**config.mk**
```make
export PLATFORM = sky130hd
export DESIGN_NAME = xadc_drp_sampler
export DESIGN_NICKNAME = d
export VERILOG_FILES = /design/src/rtl/xadc_pkg.sv /design/src/rtl/xadc_slot_avg.sv /design/src/rtl/xadc_drp_sampler.sv
export SDC_FILE = /design/constraint.sdc
export NUM_CORES = 1
export LEC_CHECK = 0
export CORE_MARGIN = 2
export CORE_UTILIZATION = 58
export DETAILED_ROUTE_END_ITERATION = 10
export MAX_ROUTING_LAYER = met4
export PLACE_DENSITY = 0.89
export SLEW_MARGIN = 20
export SYNTH_ARGS = -nofsm -noshare
export SYNTH_HDL_FRONTEND = slang
export SYNTH_HIERARCHICAL = 1
export SYNTH_SLANG_ARGS = --single-unit
```
**constraint.sdc**
```tcl
create_clock -name dclk_in -period 3.7 [get_ports dclk_in]
set_clock_uncertainty 0.15 [all_clocks]
set_input_delay 0.37 -clock dclk_in [delete_from_list [all_inputs] [get_ports dclk_in]]
set_output_delay 0.37 -clock dclk_in [all_outputs]
set_load 0.02 [all_outputs]
```
**src/rtl/xadc_pkg.sv**
```systemverilog
// Shared types and constants for the XADC DRP sampler: FSM states, DRP geometry,
// code field position and the auxiliary-channel slot mapping.
package xadc_pkg;

  typedef enum logic [1:0] {IDLE, REQ, WAIT, CAP} state_t;

  localparam logic [4:0] AUX_BASE_CH = 5'd16;
  localparam int NUM_SLOTS  = 4;
  localparam int DRP_ADDR_W = 7;
  localparam int DRP_DATA_W = 16;
  localparam int CODE_MSB   = 15;
  localparam int CODE_LSB   = 4;
  localparam int CODE_W     = CODE_MSB - CODE_LSB + 1;

  // Slots 0..3 map onto channels 16..19, an aligned block of four.
  function automatic logic is_aux(input logic [4:0] ch);
    return ch[4:2] == AUX_BASE_CH[4:2];
  endfunction

endpackage

```
**src/rtl/xadc_slot_avg.sv**
```systemverilog
// One boxcar-average slot: accumulates 2^AVG_LOG2 codes and emits their truncated
// mean, combinationally, in the same cycle as the final sample.
module xadc_slot_avg
  import xadc_pkg::*;
#(
  parameter int AVG_LOG2 = 4
) (
  input  logic              dclk,
  input  logic              reset_n,
  input  logic              en,
  input  logic [CODE_W-1:0] code,
  output logic [CODE_W-1:0] avg,
  output logic              avg_valid
);

  localparam int AW = CODE_W + AVG_LOG2;

  logic [AW-1:0]       acc_reg;
  logic [AVG_LOG2-1:0] cnt_reg;
  logic [AW-1:0]       sum;

  assign sum       = acc_reg + AW'(code);
  assign avg       = sum[AW-1:AVG_LOG2];
  assign avg_valid = en && (cnt_reg == '1);

  // The counter wraps on its own; the accumulator restarts on the wrap.
  always_ff @(posedge dclk or negedge reset_n) begin
    if (!reset_n) begin
      acc_reg <= '0;
      cnt_reg <= '0;
    end else if (en) begin
      cnt_reg <= cnt_reg + 1'b1;
      acc_reg <= avg_valid ? '0 : sum;
    end
  end

endmodule

```
**src/rtl/xadc_drp_sampler.sv**
```systemverilog
// Reads each converted XADC channel over DRP, emits raw codes and per-slot averages
// for aux channels 16..19. Define XADC_MINMAX_EN for per-slot running min/max.
module xadc_drp_sampler
  import xadc_pkg::*;
#(
  parameter int AVG_LOG2    = 4,
  parameter int TIMEOUT_CYC = 64
) (
  input  logic                  dclk_in,
  input  logic                  reset_n_in,
  input  logic                  eoc_in,
  input  logic [4:0]            channel_in,
  output logic [DRP_ADDR_W-1:0] daddr_out,
  output logic                  den_out,
  output logic                  dwe_out,
  output logic [DRP_DATA_W-1:0] di_out,
  input  logic [DRP_DATA_W-1:0] do_in,
  input  logic                  drdy_in,
  output logic [CODE_W-1:0]     sample_out,
  output logic [4:0]            sample_ch_out,
  output logic                  sample_valid_out,
  output logic [CODE_W-1:0]     avg_out,
  output logic [1:0]            avg_slot_out,
  output logic                  avg_valid_out,
  output logic                  overrun_out,
  output logic                  timeout_out,
  input  logic                  clr_flags_in
`ifdef XADC_MINMAX_EN
  ,
  input  logic [1:0]            minmax_slot_in,
  output logic [CODE_W-1:0]     min_out,
  output logic [CODE_W-1:0]     max_out
`endif
);

  localparam int TW = $clog2(TIMEOUT_CYC + 1);
  localparam logic [TW-1:0] TERM = TW'(TIMEOUT_CYC - 1);

  state_t              state_reg, state_next;
  logic [4:0]          ch_reg;
  logic [TW-1:0]       timer_reg;
  logic [CODE_W-1:0]   code_reg;
  logic [4:0]          sample_ch_reg;
  logic                overrun_reg, timeout_reg;
  logic [CODE_W-1:0]   avg_hold_reg;
  logic [1:0]          avg_slot_hold_reg;
  logic                timeout_hit, overrun_hit, cap_aux;
  logic                unused_low_bits;

  assign unused_low_bits = ^do_in[CODE_LSB-1:0];

  always_comb begin
    state_next = state_reg;
    case (state_reg)
      IDLE:    if (eoc_in) state_next = REQ;
      REQ:     state_next = WAIT;
      WAIT:    if (drdy_in) state_next = CAP;
               else if (timer_reg == TERM) state_next = IDLE;
      CAP:     state_next = IDLE;
      default: state_next = IDLE;
    endcase
  end

  // drdy on the terminal count takes priority over the timeout.
  assign timeout_hit = (state_reg == WAIT) && !drdy_in && (timer_reg == TERM);
  assign overrun_hit = eoc_in && (state_reg != IDLE);

  // Timer is 0 while den is high, so the timeout lands TIMEOUT_CYC cycles after den.
  always_ff @(posedge dclk_in or negedge reset_n_in) begin
    if (!reset_n_in) begin
      state_reg     <= IDLE;
      ch_reg        <= '0;
      timer_reg     <= '0;
      code_reg      <= '0;
      sample_ch_reg <= '0;
      overrun_reg   <= 1'b0;
      timeout_reg   <= 1'b0;
    end else begin
      state_reg <= state_next;
      if (state_reg == IDLE && eoc_in) begin
        ch_reg    <= channel_in;
        timer_reg <= '0;
      end else if (state_reg == REQ || state_reg == WAIT) begin
        timer_reg <= timer_reg + 1'b1;
      end
      if (state_reg == WAIT && drdy_in) begin
        code_reg      <= do_in[CODE_MSB:CODE_LSB];
        sample_ch_reg <= ch_reg;
      end
      if (overrun_hit)       overrun_reg <= 1'b1;
      else if (clr_flags_in) overrun_reg <= 1'b0;
      if (timeout_hit)       timeout_reg <= 1'b1;
      else if (clr_flags_in) timeout_reg <= 1'b0;
    end
  end

  assign daddr_out        = {{(DRP_ADDR_W-5){1'b0}}, ch_reg};
  assign den_out          = (state_reg == REQ);
  assign dwe_out          = 1'b0;
  assign di_out           = '0;
  assign sample_out       = code_reg;
  assign sample_ch_out    = sample_ch_reg;
  assign sample_valid_out = (state_reg == CAP);
  assign overrun_out      = overrun_reg;
  assign timeout_out      = timeout_reg;
  assign cap_aux          = (state_reg == CAP) && is_aux(ch_reg);

  logic [NUM_SLOTS-1:0] slot_en, slot_valid;
  logic [CODE_W-1:0]    slot_avg [NUM_SLOTS];
  logic [CODE_W-1:0]    avg_live;
  logic [1:0]           slot_live;

  genvar gi;
  generate
    for (gi = 0; gi < NUM_SLOTS; gi++) begin : g_slot
      assign slot_en[gi] = cap_aux && (ch_reg[1:0] == 2'(gi));
      xadc_slot_avg #(.AVG_LOG2(AVG_LOG2)) u_slot (
        .dclk      (dclk_in),
        .reset_n   (reset_n_in),
        .en        (slot_en[gi]),
        .code      (code_reg),
        .avg       (slot_avg[gi]),
        .avg_valid (slot_valid[gi])
      );
    end
  endgenerate

  always_comb begin
    avg_live  = '0;
    slot_live = '0;
    for (int i = 0; i < NUM_SLOTS; i++) begin
      if (slot_valid[i]) begin
        avg_live  = slot_avg[i];
        slot_live = 2'(i);
      end
    end
  end

  // The finished average appears in its strobe cycle and is held afterwards.
  always_ff @(posedge dclk_in or negedge reset_n_in) begin
    if (!reset_n_in) begin
      avg_hold_reg      <= '0;
      avg_slot_hold_reg <= '0;
    end else if (avg_valid_out) begin
      avg_hold_reg      <= avg_live;
      avg_slot_hold_reg <= slot_live;
    end
  end

  assign avg_valid_out = |slot_valid;
  assign avg_out       = avg_valid_out ? avg_live  : avg_hold_reg;
  assign avg_slot_out  = avg_valid_out ? slot_live : avg_slot_hold_reg;

`ifdef XADC_MINMAX_EN
  logic [CODE_W-1:0] min_all [NUM_SLOTS];
  logic [CODE_W-1:0] max_all [NUM_SLOTS];

  generate
    for (gi = 0; gi < NUM_SLOTS; gi++) begin : g_minmax
      logic [CODE_W-1:0] min_reg, max_reg;
      always_ff @(posedge dclk_in or negedge reset_n_in) begin
        if (!reset_n_in) begin
          min_reg <= '1;
          max_reg <= '0;
        end else if (clr_flags_in) begin
          min_reg <= '1;
          max_reg <= '0;
        end else if (slot_en[gi]) begin
          if (code_reg < min_reg) min_reg <= code_reg;
          if (code_reg > max_reg) max_reg <= code_reg;
        end
      end
      assign min_all[gi] = min_reg;
      assign max_all[gi] = max_reg;
    end
  endgenerate

  assign min_out = min_all[minmax_slot_in];
  assign max_out = max_all[minmax_slot_in];
`endif

endmodule

```
==> summary.md <==
| Metric | Value |
|---|---|
| Post-route cell area | 0.0107 sq mm |
| Setup ws final | -0.00238 ns |
| Post-synth EDFFs | 0 |
| Layout cells sized above 1 | 22.2% |
| Syn Std Cell Area | 0.00858 sq mm |
| Row count | 44 |
| Unrepaired setup endpoints after global routing | true |
| Yosys warns | 6 |
| Initial Util | 59.3% |
| Tot Pwr | 0.00910 W |
| Critical path's largest stage delay | 0.40 ns |
| VDD IR max | 0.000612 V |
| CTS buffer count | 17 |
| Headroom to the max-slew limit | 35.3% |
| Hold Vio Cnt, Final | 0 |
| Fin util | 73.9% |
| Root Buffer | clkbuf_16 |
| Commonest cells after routing, fill and taps aside | dfrtp_1, buf_4, nand2_1 |
| Count of state elements after synthesis | 127 |
| Mux share of post-synthesis cell area | 4.23% |
| Mapped Cells | 919 |
| Crit path buffers/inverters | 3 |
| Antenna diode instance count | 0 |
| Main combinational cell family by area after synthesis | compound AO/OA/AOI/OAI gates |
| Status | finished, violations left |
| Layout Nets | 1138 |
| Grt ovf | 0 |
| Vias per cell | 6.26 |
| Max FFs per register | 64 |
| Hold_sp | g_slot[1].u_slot/cnt_reg[3] |
| Detailed Route WL | 24.4 mm |
| Die Width | 126 um |
| Fin crit period | 3.70 ns |
| DRC | 0 |
| Crit path max-delay cell type | fa_1 |
| Part of the Yosys area used for sequential elements | 37.0% |
| DR pass1 iterations | 5 |
| Hold depth | 1 |
| Failing checks | negative setup slack |
| Worst reg2reg endpoint | avg_hold_reg[10] |
| Maxcap violations | 0 |
| Crit-path cells | ha_1 -> inv_1 -> fa_1 -> nor2b_2 -> o211ai_2 -> a211oi_2 -> o21ai_1 -> xnor2_1 -> inv_1 -> a21oi_1 -> o21ai_1 -> a21oi_1 -> buf_4 |
| Leakage | 5.18 nW |
| Crit share post-route | 100% |
| Crit Path Class | reg2out |
| Hold Crit Class | reg2reg |
| Routed len/inst | 19.6 um |
| Core Region | 0.0145 sq mm |
| Worst-Skew Late Latency | 0.42 ns |
| Clk sinks | 127 |
| GPL Wtd Cong | 0.938 |
| ANT nets after route | 0 |
| Initial antenna violation count | 0 |
| Dpl cells | 1210 |
| Routed via count | 7795 |
| CP required | 3.18 ns |
| Port bufs | 62 |
| Iter 0 DRT Violations | 778 |
| Peak Freq | 270 MHz |
| IO Pins | 86 |
| Die area | 0.0158 sq mm |
| R2r setup slk | 0.87 ns |
| Clock Tree Buf Depth | 2 |
| Syn avg cell area | 9.34 sq um |
| Crit-path leading delay family | compound AO/OA/AOI/OAI gates |
| Reg2reg start | sample_out[0] |
| Final Instance Count excl. Fillers | 1246 |
| Largest net degree at the start of global routing | 64 |
| Top FF cell, synth | dfrtp_1 |
| Simple-gate share of the synthesized area | 15.1% |
| All-Layer GR Usage | 32.1% |
| First-pass GRT wire length | 39.1 mm |
| Final setup fails | 1 |
| Reg2Reg Depth | 12 |
| Die span in y | 126 um |
| Final HPWL DP | 17.0 mm |
| H-tree levels | 4 |
| Synth Area in Compound Gates | 21.7% |
| Crit Path Max Fanout | 3 |
| Post-synthesis adder-cell area fraction | 9.39% |
| Power per cell area | 850 mW/mm^2 |
| Unique masters post-synth | 65 |
| CTS tree | built |
| Crit start category | register |
| FILL cells | 1003 |
| Clock transition at path regs | 0.06 ns |
| Critical path arrival | 3.18 ns |
| Most common cell after layout, fill and taps aside | dfrtp_1 |
| Number of global-route vias before repair | 7632 |
| Area Growth Syn to Fin | 24.7% |
| CP endpoint kind | primary output |
| Worst slew pin tran | 0.968 ns |
| Max-slew violations | 0 |
| DP Area | 0.00979 sq mm |
| Worst Hold Endpoint | g_slot[1].u_slot/cnt_reg[3] |
| Synth Area in XOR/XNOR | 6.13% |
| Asr flop ratio synth | 100% |
timing repair:
action / in CTS / in global routing
setup buffers: 2 / 2
hold endpoints to repair: 60 / 0
gates resized for setup: 61 / 58
pin swaps: 8 / 16
hold buffers: 1 / 0
endpoints found under the setup margin: 14 / 13
worst reg2reg max path, cell delays in order, from the launching register on:
cell and delay (ns):
dfrtp_1 0.38, ha_1 0.18, inv_1 0.05, fa_1 0.40, nor2b_2 0.19, o211ai_2 0.14
a211oi_2 0.33, o21ai_1 0.14, xnor2_1 0.23, inv_1 0.06, a21oi_1 0.14, o21ai_1 0.13
a21oi_1 0.21
synth_stat cells (all sizes together) (9+ instances only):
cell | count | share of area, %
nor2 | 60 | 2.6
nand2 | 66 | 2.9
nor2b | 20 | 1.5
xnor2 | 35 | 3.6
or3 | 9 | 0.67
dfrtp | 127 | 37
nand3 | 17 | 0.99
a211oi | 12 | 1.4
a31oi | 14 | 1.2
a22o | 11 | 1.1
xor2 | 25 | 2.6
inv | 63 | 2.8
mux2 | 26 | 3.4
nor3 | 12 | 0.87
clkbuf | 20 | 0.87
o21ai | 55 | 3.2
o32ai | 11 | 1.1
a21o | 17 | 1.5
buf | 32 | 2.7
ha | 58 | 8.5
o22ai | 14 | 1.0
nand4 | 12 | 0.87
a21oi | 77 | 4.5
worst max-delay path by stage:
stage	slack, ns	from	to	depth (start not counted)
final	-0.002	sample_out[0]	avg_out[10]	13
after global routing	-0.12	sample_out[0]	avg_out[10]	13
after CTS	-0.02	sample_out[3]	avg_out[3]	11
after detailed placement	-0.03	sample_out[0]	avg_out[10]	13
after global placement	0.02	sample_out[0]	avg_out[10]	13
after floorplan	0.26	state_reg[1]	avg_out[10]	14
per-stage QoR:
stage / TNS [ns] / hold WS (ns) / setup slack [ns]
after detailed placement: -0.0328 / 0.322 / -0.0328
after CTS: -0.0264 / 0.335 / -0.0167
after global routing: -0.282 / 0.355 / -0.119
after floorplan: 0 / -0.0756 / 0.265
final: -0.00238 / 0.339 / -0.00238
after global placement: 0 / 0.311 / 0.0180
cell type report:
class,count,area [sq um],area share (%)
timing repair buffer,146,1210,11.3
multi-input combinational,695,5170,48.3
clock buffer,20,457,4.27
clock inverter,11,211,1.98
tap,184,230,2.15
sequential,127,3180,29.7
inverter,63,239,2.23
cells by family after synthesis:
| group | count (synthesis) |
|---|---|
| other | 1 |
| DFF | 127 |
| xor gates and xnor gates | 60 |
| muxes | 33 |
| buffers and inverters | 115 |
| adders and majority gates | 62 |
| and+or+nand+nor | 249 |
| AOI/OAI and AO/OA | 272 |
power by group:
part           switching (W)  total [W]  internal, W
clock               0.000631    0.00192      0.00129
combinational        0.00285    0.00502      0.00218
sequential          0.000363    0.00215      0.00179
total                0.00384    0.00910      0.00526
metal layers:
layer / GRT usage (%) / share of wire, % / vias to the layer above
met3: 6.88 / 8.8 / 68
met1: 41.1 / 39 / 3723
met5: - / 0 / -
met2: 50.2 / 48 / 437
met4: 12.7 / 3.7 / 0
li1: - / - / 3567
(Power assumes the default switching activity.)
